==> src/rtl/spk_pkg.sv <==
// spk_pkg: widths, limits and FSM encoding shared by the speaker tone generator and decoder.
package spk_pkg;

  localparam int unsigned TW         = 11;
  localparam int unsigned CW         = TW + 1;
  localparam int unsigned TN_MAX     = (1 << TW) - 1;
  localparam int unsigned PERIOD_MAX = 1 << TW;

  typedef enum logic {
    IDLE = 1'b0,
    MEAS = 1'b1
  } spk_state_e;

  // Tone word from a measured period: TN = 2^TW - period (period 2^TW maps to 0)
  function automatic logic [TW-1:0] tn_from_period(input logic [CW-1:0] period);
    logic [CW-1:0] diff;
    diff = CW'(PERIOD_MAX) - period;
    return TW'(diff);
  endfunction

endpackage

==> src/rtl/spk_tone_decoder_period_cnt.sv <==
// spk_period_cnt: cycles since the last event, plus the no-event timeout flag.
module spk_period_cnt
  import spk_pkg::*;
(
  input  logic          i_clk,
  input  logic          i_rst_n,
  input  logic          i_event,
  input  logic          i_meas,
  output logic [CW-1:0] o_cnt,
  output logic          o_timeout_c
);

  logic [CW-1:0] r_cnt;
  logic          w_at_max;

  assign w_at_max    = (r_cnt == CW'(PERIOD_MAX));
  assign o_timeout_c = i_meas && !i_event && w_at_max;
  assign o_cnt       = r_cnt;

  // Event restarts the count at 1; idle or timeout parks it at 0; otherwise count up
  always_ff @(posedge i_clk) begin
    if (!i_rst_n) begin
      r_cnt <= '0;
    end else if (i_event) begin
      r_cnt <= CW'(1);
    end else if (!i_meas || w_at_max) begin
      r_cnt <= '0;
    end else begin
      r_cnt <= r_cnt + CW'(1);
    end
  end

endmodule

==> src/rtl/spk_tone_decoder.sv <==
// spk_tone_decoder: measures the SPKS pulse period and recovers the tone word.
// Optional macro SPK_TONE_HOLD_EN: accept a measurement only when it repeats the previous period.
module spk_tone_decoder
  import spk_pkg::*;
(
  input  logic          i_clk,
  input  logic          i_rst_n,
  input  logic          i_spks_in,
  output logic [TW-1:0] o_tn_out,
  output logic          o_tn_vld,
  output logic          o_tn_stb,
  output logic          o_silent
);

  spk_state_e    r_state, w_state_nxt;
  logic [TW-1:0] r_tn, w_tn_nxt;
  logic          r_vld, w_vld_nxt;
  logic          r_stb, w_stb_nxt;
  logic          r_silent, w_silent_nxt;

  logic [CW-1:0] w_cnt;
  logic          w_timeout;
  logic          w_meas;
  logic          w_accept;
  logic [TW-1:0] w_tn_calc;

  assign w_meas    = (r_state == MEAS);
  assign w_tn_calc = tn_from_period(w_cnt);

  spk_period_cnt u_period_cnt (
    .i_clk       (i_clk),
    .i_rst_n     (i_rst_n),
    .i_event     (i_spks_in),
    .i_meas      (w_meas),
    .o_cnt       (w_cnt),
    .o_timeout_c (w_timeout)
  );

`ifdef SPK_TONE_HOLD_EN
  logic [TW-1:0] r_prev_per;
  logic          r_prev_vld;

  // Period 2^TW truncates to 0, so a separate valid bit keeps an empty history distinct
  assign w_accept = r_prev_vld && (r_prev_per == TW'(w_cnt));

  // Remember the last measured period; forget it on timeout
  always_ff @(posedge i_clk) begin
    if (!i_rst_n) begin
      r_prev_per <= '0;
      r_prev_vld <= 1'b0;
    end else if (w_timeout) begin
      r_prev_per <= '0;
      r_prev_vld <= 1'b0;
    end else if (w_meas && i_spks_in) begin
      r_prev_per <= TW'(w_cnt);
      r_prev_vld <= 1'b1;
    end
  end
`else
  assign w_accept = 1'b1;
`endif

  // State and output registers
  always_ff @(posedge i_clk) begin
    if (!i_rst_n) begin
      r_state  <= IDLE;
      r_tn     <= '0;
      r_vld    <= 1'b0;
      r_stb    <= 1'b0;
      r_silent <= 1'b1;
    end else begin
      r_state  <= w_state_nxt;
      r_tn     <= w_tn_nxt;
      r_vld    <= w_vld_nxt;
      r_stb    <= w_stb_nxt;
      r_silent <= w_silent_nxt;
    end
  end

  // Next state and next outputs; an event in MEAS always wins over timeout
  always_comb begin
    w_state_nxt  = r_state;
    w_tn_nxt     = r_tn;
    w_vld_nxt    = r_vld;
    w_stb_nxt    = 1'b0;
    w_silent_nxt = r_silent;
    case (r_state)
      IDLE: begin
        if (i_spks_in) begin
          w_state_nxt = MEAS;
        end
      end
      MEAS: begin
        if (i_spks_in) begin
          if (w_accept) begin
            w_tn_nxt     = w_tn_calc;
            w_vld_nxt    = 1'b1;
            w_silent_nxt = 1'b0;
            w_stb_nxt    = 1'b1;
          end
        end else if (w_timeout) begin
          w_state_nxt  = IDLE;
          w_vld_nxt    = 1'b0;
          w_silent_nxt = 1'b1;
        end
      end
      default: w_state_nxt = IDLE;
    endcase
  end

  assign o_tn_out = r_tn;
  assign o_tn_vld = r_vld;
  assign o_tn_stb = r_stb;
  assign o_silent = r_silent;

endmodule

==> config.mk <==
export PLATFORM = sky130hd
export DESIGN_NAME = spk_tone_decoder
export DESIGN_NICKNAME = d
export VERILOG_FILES = /design/src/rtl/spk_pkg.sv /design/src/rtl/spk_tone_decoder_period_cnt.sv /design/src/rtl/spk_tone_decoder.sv
export SDC_FILE = /design/constraint.sdc
export NUM_CORES = 1
export LEC_CHECK = 0
export CORE_MARGIN = 2
export CORE_UTILIZATION = 24
export DETAILED_ROUTE_END_ITERATION = 6
export PLACE_DENSITY = 0.52
export SLEW_MARGIN = 20
export SYNTH_ARGS = -nofsm -noshare
export SYNTH_HDL_FRONTEND = slang
export SYNTH_SLANG_ARGS = --single-unit
==> constraint.sdc <==
create_clock -name i_clk -period 2.5 [get_ports i_clk]
set_input_delay 0.375 -clock i_clk [delete_from_list [all_inputs] [get_ports i_clk]]
set_output_delay 0.375 -clock i_clk [all_outputs]
set_load 0.05 [all_outputs]
==> Word-level counts from Yosys, hierarchy flattened <==
Cells that the tools add are included.
{ "word_totals": {"ff_bits": 27, "inputBits": 3, "output_inout_bits": 14, "elab_cells": 32} }
{ "classes": {"add_sub_neg": 2, "eq_ne": 1, "mux": 10, "bitwise": 2, "reduce_logical": 10} }
{ "op_table": {"columns": ["cell", "count"], "rows": [
  ["$add 12x1->12 const B", 1],
  ["$eq 12x12->1 const B", 1],
  ["$sub 1x11->11 const A", 1],
  ["$mux 1", 9],
  ["$reduce_and 2->1", 3],
  ["$reduce_or 3->1", 1],
  ["$logic_and 1x1->1", 2],
  ["$logic_not 1->1", 2],
  ["$not 1->1", 2],
  ["$pmux 1 s2", 1],
  ["$reduce_bool 2->1", 1],
  ["$logic_or 1x1->1", 1]
]} }

==> Logic depth before layout (Yosys ltp) <==
Gate-level depths: netlist of run 1.
{ "depth": {"depth_word": 6, "depth_mapped": 7, "mapped_depth_nobuf": 6} }

==> Cells and area by module <==
From an unflattened synthesis of run 1, not the netlist that was laid out.
{ "hier_totals": {"hier_cells": 159, "hier_area_um2": 1367.6} }
{ "by_module_without_submodules": {"columns": ["mod", "instances", "cells_per_inst", "area_per_inst_um2", "seq_area_each_um2"], "rows": [
  ["spk_tone_decoder", 1, 93, 772.0, 300.3],
  ["spk_period_cnt", 1, 66, 595.6, 240.2]
]} }

==> Worst setup path after synthesis of run 1 <==
No wires, ideal clock.
{ "synth_path": {"path_kind": "flip-flop to flip-flop", "from": "register u_period_cnt.r_cnt[0] (netlist: u_period_cnt.o_cnt[0])", "to": "register u_period_cnt.r_cnt[4] (netlist: u_period_cnt.o_cnt[4])", "setup_ps": 115, "arrival_time_ps": 1689, "required_ps": 2385, "slack_ps": 697, "stages_incl_launch_ff": 8, "path_buffers": 1, "period_less_slack_ps": 1803, "cell_sequence": "dfxtp_1 -> inv_1 -> ha_1 -> or3b_2 -> nor4_4 -> a311o_2 -> buf_6 -> nor2_1"} }
{ "synth_between": {"elab_chain_cells": 3, "word_cells_on_any_way": 4, "classes_between": "1 x add/sub; 1 x eq/ne; 2 x reduce/logical"} }
{ "synth_rtl": {"columns": ["element", "line", "rtl"], "rows": [
  ["start: declaration", "spk_tone_decoder_period_cnt.sv:13", "logic [CW-1:0] r_cnt;"],
  ["start signal: assignment", "spk_tone_decoder_period_cnt.sv:29", "r_cnt <= r_cnt + CW'(1);"],
  ["parallel branches: the longest is 3 deep, another holds $add 12x1->12", null, null]
]} }
Parallel ways; which one is timed is not known.
A chain may end at the register's enable or synchronous reset.

==> Worst setup path in the final report of run 1 <==
{ "layout_path": {"from": "register u_period_cnt.r_cnt[0] (netlist: u_period_cnt.o_cnt[0])", "to": "register u_period_cnt.r_cnt[2] (netlist: u_period_cnt.o_cnt[2])"} }
The elaborated chain is that of the path after synthesis.

==> impl.org, run 1 <==
** Clock tree
- TritonCTS built the clock tree.
- Sinks on the clock net :: 27
- The tree is rooted in a sky130_fd_sc_hd__clkbuf_8.
- After clock tree synthesis, the setup repair step added 0 buffers.
- Counting along the longest clock path gives a buffer depth of 2.
- Clock latency on the worst-skew pair :: 270 ps
- Gates resized during post-CTS repair numbered 0.
- In this run, post-CTS hold repair placed 0 buffers.
- In this run the number of H-tree levels came out at 1.
- Worst-path clk slew :: 90 ps
- Buffers inserted during clock tree synthesis total 3.

** Global route
- The first global-routing pass estimated 4409 µm of wire.
- Entering global routing, the biggest net connects 16 pins.
- Across every metal layer, demand over resource in global routing totals 0.09302.
- The number of antenna violations at the first check in global routing came to 0.
- The number of global-route vias before repair is 942.
- Remaining global-route overflow :: 0

** Drt
- In the final routed layout, each cell accounts on average for 10.74 µm.
- Post-route antenna net violation count :: 0
- The routed design has 2416 µm of wire.
- Via count of the routed design :: 985
- The detailed router finished its first iteration with 44 violations.
- After detailed routing, the number of vias per cell comes to 4.378.
- The first detailed-routing pass ran for 5 iterations.
- In the routed design, unresolved DRC markers number 0.

** Setup path
- Startpoint of the most critical setup path :: u_period_cnt.o_cnt[0]
- Setup slack on the worst reg-to-reg path comes out at 530 ps.
- The worst setup path is captured at a flop.
- Worst r2r dst :: u_period_cnt.o_cnt[2]
- On the worst path, the slowest cell contributes a delay of 530 ps.
- Type of the worst setup path :: reg2reg
- Worst R2R Start :: u_period_cnt.o_cnt[0]
- Along the worst path, the maximum fanout reaches 11.
- The worst setup path is launched from a flop.
- CP max stage cell :: sky130_fd_sc_hd__or3b_2
- Worst endpoint required time :: 2670 ps
- In this run the worst setup path terminates at u_period_cnt.o_cnt[2].
- For the worst flop-to-flop path, the logic depth is 6.
- Series of cell instances along the critical path :: inv_1, ha_1, or3b_2, nor4_4, a311o_2, nor2_1
- Data on the critical path arrives at its endpoint at 2140 ps.

** Power and ir drop
- The internal power of the cells totals 606.6 µW.
- Power spread over the standard cell area amounts to 563.8 nW/µm².
- The share of total power dissipated in the clock network is 0.297.
- Switching power share of the total :: 0.2774
- Summed over all nets, the switching power comes to 232.8 µW.
- Highest ir drop seen on vdd :: 0.1844 mV
- For this design the static power due to leakage is 0.0004852 µW.
- Of the total power, registers draw 0.543.
- The share of total power dissipated in combinational logic is 0.160.

** STA
- Finish-stage setup viols :: 0
- Total negative slack for setup checks :: 0 ps
- The count of final max-slew check failures is 0.
- Setup repair after global routing missed its margin :: no
- Final hold violation count :: 0
- Final worst path period need :: 1973 ps
- Post-Route Skew :: 2.012 ps
- Headroom to the max-slew limit came out at 0.6716.
- Measured slew at the worst slew-check pin :: 491.1 ps
- For this run, the top clock speed supported by timing is 0.5069 GHz.
- In the finished design, the share of the clock period the worst path needs comes to 0.7891.

** Floorplan
- In this run the vertical extent of the chip is 76.21 µm.
- The initialized floorplan defines 26 standard-cell rows.
- Initial core utilization :: 0.2465
- The die covers 5807 µm².
- Std-Cell Core Area :: 5075 µm²
- Die width :: 76.21 µm
- Pin placement for this block handled 17 I/O pins.

** Place
- Port buffering added 16 buffers.
- At the end of routability-driven placement, the weighted congestion stood at 0.7627.
- Dpl cell area :: 1443 µm²
- Once detailed placement completed, the half-perimeter wirelength came to 1835 µm.

** Job
- Max capacitance violation total :: 0

** Yosys
- Counting flops and latches in the post-synthesis netlist gives 27.
- Counting distinct cell types in the post-synthesis netlist gives 33.
- Of all flip-flops after synthesis, the portion carrying an async set or reset was 0.
- Most frequent cell after synthesis :: sky130_fd_sc_hd__dfxtp_1
- Synthesis produced a netlist with a net count of 146.
- Gate count after technology mapping :: 141
- Synthesized cell area :: 1251 µm²
- Each instance of the synthesized netlist takes up on average 8.874 µm².
- In the synthesized netlist, the cells that appear most often are sky130_fd_sc_hd__dfxtp_1, sky130_fd_sc_hd__nand2_1, sky130_fd_sc_hd__nor2_1, sky130_fd_sc_hd__nand3_1, sky130_fd_sc_hd__xnor2_1.
- In this run, synthesis inferred 0 flip-flops with an integrated enable.
- Sequential fraction of the synthesis area :: 0.4320
- Leading area contributor after synthesis :: sky130_fd_sc_hd__dfxtp_1
- Among all flip-flop cells after synthesis, the most frequent one is sky130_fd_sc_hd__dfxtp_1.
- Top cell type's share of synthesized area :: 0.4320
- For this run, the number of Yosys warnings is 0.
- Ranking of synthesized cells by area :: sky130_fd_sc_hd__dfxtp_1, sky130_fd_sc_hd__xnor2_1, sky130_fd_sc_hd__nand3_1, sky130_fd_sc_hd__nand2_1, sky130_fd_sc_hd__nor2_1

** Worst hold path
- Class of the tightest hold or removal check :: reg2reg

** Finish
- Fin nets :: 161
- After filler insertion, the fill cell instance count of the layout stands at 568.
- Count of antenna diodes in the layout :: 0
- After routing the design area is 1489 µm².
- Area growth from synthesis to layout :: 19.00%
- Proportion of layout cells with a drive suffix above 1 :: 0.09032

** Status
- The flow ran to the end, and the final reports show no timing, DRC or antenna violations.
power groups by stage:
stage	registers [µW]	clock network, µW	logic [µW]
6_report	456	249	135
5_1_grt	459	277	144
4_1_cts	456	262	136
3_5_place_dp	466	0	136
3_3_place_gp	466	0	136
2_1_floorplan	507	0	54.3
per-stage QoR:
stage	hold WS [ps]	utilization	setup slack, ps	total power, µW	cells
detailed placement	453.0	0.2843	531.0	602.4	221
finish	457.4	0.2934	527.2	839.4	225
global route	487.2	0.2934	382.1	880.4	225
CTS	464.5	0.2934	521.6	855.0	225
global placement	439.0	0.2843	559.0	601.8	221
floorplan	487.1	-	696.8	561.2	141
how the worst min path moves through the flow:
stage           startpoint          end  cells after the start
2_1_floorplan    i_spks_in      r_state                      2
3_3_place_gp   o_tn_out[5]  o_tn_out[5]                      2
3_5_place_dp   o_tn_out[5]  o_tn_out[5]                      2
4_1_cts        o_tn_out[5]  o_tn_out[5]                      2
5_1_grt        o_tn_out[3]  o_tn_out[3]                      2
6_report       o_tn_out[5]  o_tn_out[5]                      2
per-layer routing:
layer | global-route usage | routed length [µm]
met5 | 0 | 0
met2 | 0.1451 | 1130
met3 | 0.01777 | 60
met4 | 0.04909 | 38
met1 | 0.1216 | 1186
cell usage in the layout, fill, tap and decap left out, types with 5 or more instances in the layout:
master                            Yosys  routed
sky130_fd_sc_hd__clkdlybuf4s50_1      0      16
sky130_fd_sc_hd__a21boi_0             5       5
sky130_fd_sc_hd__nor2_1              14      14
sky130_fd_sc_hd__nand3_1             13      13
sky130_fd_sc_hd__nor3_1               5       5
sky130_fd_sc_hd__dfxtp_1             27      27
sky130_fd_sc_hd__nand4_1              5       5
sky130_fd_sc_hd__inv_1                7       7
sky130_fd_sc_hd__xnor2_1             12      12
sky130_fd_sc_hd__nand2_1             17      17
worst max-delay path: cells and delay by family, from the launching register on:
family,cells,cell delay (ps)
adder cells (fa/ha/maj),1,170
flip-flops,1,380
buffers and inverters,1,80
AO/OA/AOI/OAI,1,360
AND/OR/NAND/NOR,3,870
state kept, by name, summed over array words and instances (netlist names):
| register | flops |
|---|---|
| o_silent | 1 |
| r_state | 1 |
| u_period_cnt.o_cnt | 12 |
| o_tn_out | 11 |
| o_tn_stb | 1 |
| o_tn_vld | 1 |
final cells by class:
cell class / count / area, µm² / area share
multi-input cells: 99 / 613.1 / 0.4118
flip-flops and latches: 27 / 540.5 / 0.3630
well taps: 70 / 87.58 / 0.05882
clock inverters: 1 / 5.005 / 0.003361
repair buffers: 18 / 175.2 / 0.1176
inverters: 7 / 26.28 / 0.01765
clock buffers: 3 / 41.29 / 0.02773
logic make-up (layout without fill, tap and decap cells):
group / after synthesis / count (layout) / share of synthesized area
XOR/XNOR: 13 / 13 / 0.09100
AND/OR/NAND/NOR: 66 / 66 / 0.2740
buffers and inverters: 15 / 29 / 0.07800
AO/OA/AOI/OAI: 18 / 18 / 0.1050
flip-flops: 27 / 27 / 0.4320
adder cells (fa/ha/maj): 2 / 2 / 0.02000
No activity file was read; power rests on OpenSTA's default activity.
==> run 2: changes to the inputs <==
--- a/config.mk
+++ b/config.mk
@@ -8,7 +8,7 @@
 export CORE_MARGIN = 2
 export CORE_UTILIZATION = 24
 export DETAILED_ROUTE_END_ITERATION = 6
-export PLACE_DENSITY = 0.52
+export PLACE_DENSITY = 0.54
 export SLEW_MARGIN = 20
 export SYNTH_ARGS = -nofsm -noshare
 export SYNTH_HDL_FRONTEND = slang
==> constraint.sdc (replaced) <==
create_clock -name i_clk -period 1.69 [get_ports i_clk]
set_input_delay 0.2535 -clock i_clk [delete_from_list [all_inputs] [get_ports i_clk]]
set_output_delay 0.2535 -clock i_clk [all_outputs]
set_load 0.05 [all_outputs]
==> run 2 against run 1 <==
Effect of this change:
- the run now ends with setup timing left
- worst setup slack got worse by 580 ps
- wire length rose by 13%
- total power rose by 52%
- highest routed layer unchanged
==> impl.org, run 2 (synthesis gave the netlist of run 1 again) <==
** Status
- Run status: finished with violations (was finished clean).
- Violations in the final reports :: setup timing

** Clock tree
- The number of buffers created by CTS is 3 (unchanged).
- The number of clock sinks was 27 (unchanged).
- Number of hold buffers added after cts :: 0 (unchanged)
- Clock tree from TritonCTS :: done (unchanged)
- Clock latency on the worst-skew pair :: 270 ps (about the same)
- The number of H-tree levels was 1 (unchanged).
- The buffer depth of the longest clock path was 2 (unchanged).
- Root Buffer Master :: sky130_fd_sc_hd__clkbuf_8 (unchanged)
- Worst-path clk slew :: 90 ps (about the same)

** Global route
- The maximum number of pins on one net before global-route repair was 16 (unchanged).
- The total global routing track utilization was 0.09975 (was 0.09302).
- Global-route wire length before repair :: 4733 µm (was 4409 µm)
- Antenna violations before repair :: 0 (unchanged)
- The number of global-route vias before repair was 1030 (was 942).
- Remaining global-route overflow :: 0 (unchanged)

** STA
- Final worst-path cycle share :: 1.031 (was 0.7891)
- Setup repair after global routing missed its margin :: yes (was no)
- The final-report hold violation count came to 0 (unchanged).
- Relative slew margins :: 0.7652 (was 0.6716)
- Measured slew at the worst slew-check pin :: 349.5 ps (was 491.1 ps)
- The final-layout worst hold slack came to 454.3 ps (was 457.4 ps).
- The count of final max-slew check failures is 0 (unchanged).
- Total negative slack for setup checks :: -459.3 ps (was 0 ps)
- The final setup slack of the worst path is -52.82 ps (was 527.2 ps).
- The maximum clock frequency was 0.5738 GHz (was 0.5069 GHz).
- Finish-stage setup viols :: 12 (was 0)
- The shortest period the worst path allows was 1743 ps (was 1973 ps).
- Post-Route Skew :: 1.164 ps (was 2.012 ps)

** Drt
- The number of nets still failing antenna checks after routing came to 0 (unchanged).
- The number of vias after detailed routing came to 1095 (was 985).
- Top Layer Used :: met4 (unchanged)
- Detailed-router iteration count before antenna repair :: 4 (was 5)
- The average wire per cell in the routed design is 11.13 µm (was 10.74 µm).
- DRC violation count after routing :: 0 (unchanged)
- The wire length on met2 came to 1280 µm (was 1130 µm).
- The total routed wire length on the met1 layer was 1295 µm (was 1186 µm).
- The total routed wirelength was 2728 µm (was 2416 µm).
- Drt initial violations :: 78 (was 44)
- The post-detailed-route via-to-cell ratio came to 4.469 (was 4.378).
- Met3 wire length :: 115 µm (was 60 µm)

** Setup path
- The highest fanout seen on the critical path is 5 (was 11).
- The nature of the critical path endpoint is a flop (unchanged).
- The critical path data arrival time is 1910 ps (was 2140 ps).
- The startpoint of the most critical setup path was u_period_cnt.o_cnt[7] (was u_period_cnt.o_cnt[0]).
- Worst R2R Start :: u_period_cnt.o_cnt[7] (was u_period_cnt.o_cnt[0])
- The required time reported for the critical path endpoint came to 1860 ps (was 2670 ps).
- Type of the worst setup path :: reg2reg (unchanged)
- The type of origin of the critical path was a flop (unchanged).

** Finish
- Fin nets :: 181 (was 161)
- Count of antenna diodes in the layout :: 0 (unchanged)
- Proportion of layout cells with a drive suffix above 1 :: 0.3029 (was 0.09032)
- The most common library cell in the layout ignoring fill and taps is sky130_fd_sc_hd__buf_4 (was sky130_fd_sc_hd__dfxtp_1).
- The layout filler cell count was 558 (was 568).
- Top library cells by usage in the layout, fill and taps aside :: sky130_fd_sc_hd__buf_4, sky130_fd_sc_hd__dfxtp_1, sky130_fd_sc_hd__nand2_1 (was sky130_fd_sc_hd__dfxtp_1, sky130_fd_sc_hd__nand2_1, sky130_fd_sc_hd__clkdlybuf4s50_1)
- Number of flip-flops under the largest register name :: 12 (unchanged)
- The layout overhead on the synthesized area is 31.80% (was 19.00%).
- Utilization after layout :: 0.3250 (was 0.2934)

** Floorplan
- The placement row count came to 26 (unchanged).
- Std-Cell Core Area :: 5075 µm² (unchanged)
- The width of the die was 76.21 µm (unchanged).
- Initial core utilization :: 0.2465 (unchanged)
- Die area :: 5807 µm² (unchanged)
- The die boundary height is 76.21 µm (unchanged).
- Number of top-level pins :: 17 (unchanged)

** Worst hold path
- Class of the tightest hold or removal check :: reg2reg (unchanged)
- The critical hold path startpoint is o_tn_out[5] (unchanged).

** Place
- The worst setup slack after placement is -76.23 ps (was 531.0 ps).
- Gp weighted congestion :: 0.7495 (was 0.7627)
- The sum of net half-perimeters after detailed placement is 2003 µm (was 1835 µm).
- Port bufs :: 16 (unchanged)

** Power and ir drop
- The peak ir drop on the vdd network was 0.2984 mV (was 0.1844 mV).
- Pleak :: 0.0006142 µW (was 0.0004852 µW)
- PwrDens :: 775.3 nW/µm² (was 563.8 nW/µm²)

** Job
- Max capacitance violation total :: 0 (unchanged)
## run 2: layout make-up
| cell class | instances | area, µm² | area share |
|---|---|---|---|
| inverters | 7 | 26.28 | 0.01593 |
| clock buffers | 4 | 45.04 | 0.02731 |
| repair buffers | 37 | 295.3 | 0.1791 |
| well taps | 70 | 87.58 | 0.05311 |
| flip-flops and latches | 27 | 545.5 | 0.3308 |
| multi-input cells | 100 | 649.4 | 0.3938 |
## run 2: worst paths after layout
check	endpoint	slack, ps	cells past startpoint
worst max-delay path	u_period_cnt.o_cnt[4]	-50	4
worst max register to register	u_period_cnt.o_cnt[4]	-50	4
worst min register to register	o_tn_out[5]	450	2
worst min-delay path	o_tn_out[5]	450	2
## run 2: critical path, stage by stage, from the launching register on
cell,delay [ps]
sky130_fd_sc_hd__dfxtp_1,320
sky130_fd_sc_hd__or4_4,570
sky130_fd_sc_hd__nor4_4,350
sky130_fd_sc_hd__a311o_1,340
sky130_fd_sc_hd__nor2_1,60
## run 2: per-layer routing
layer | vias to the layer above | track usage
li1 | 562 | -
met4 | 0 | 0.03818
met3 | 4 | 0.02251
met1 | 509 | 0.1354
met2 | 20 | 0.1540
met5 | - | 0
## run 2: through the flow
stage | cells | power [µW] | cell area, µm²
floorplan | 141 | 837.6 | 1271
global placement | 239 | 926.6 | 1575
detailed placement | 239 | 927.8 | 1575
CTS | 245 | 1288 | 1638
global route | 245 | 1346 | 1649
finish | 245 | 1278 | 1649
## run 2: repair_timing
item | 4_1_cts | 5_1_grt
setup endpoints to repair | 12 | 17
buffers inserted | 1 | 0
pin swaps | 6 | 4
cloned | 1 | 0
gates resized for setup | 0 | 2
## run 2: report_power, final
group / leakage [µW] / switching (µW) / internal [µW]
Combinational: 0.000371 / 139 / 102
Sequential: 0.000221 / 13.4 / 659
Clock: 0.0000228 / 195 / 169
Total: 0.000614 / 348 / 930
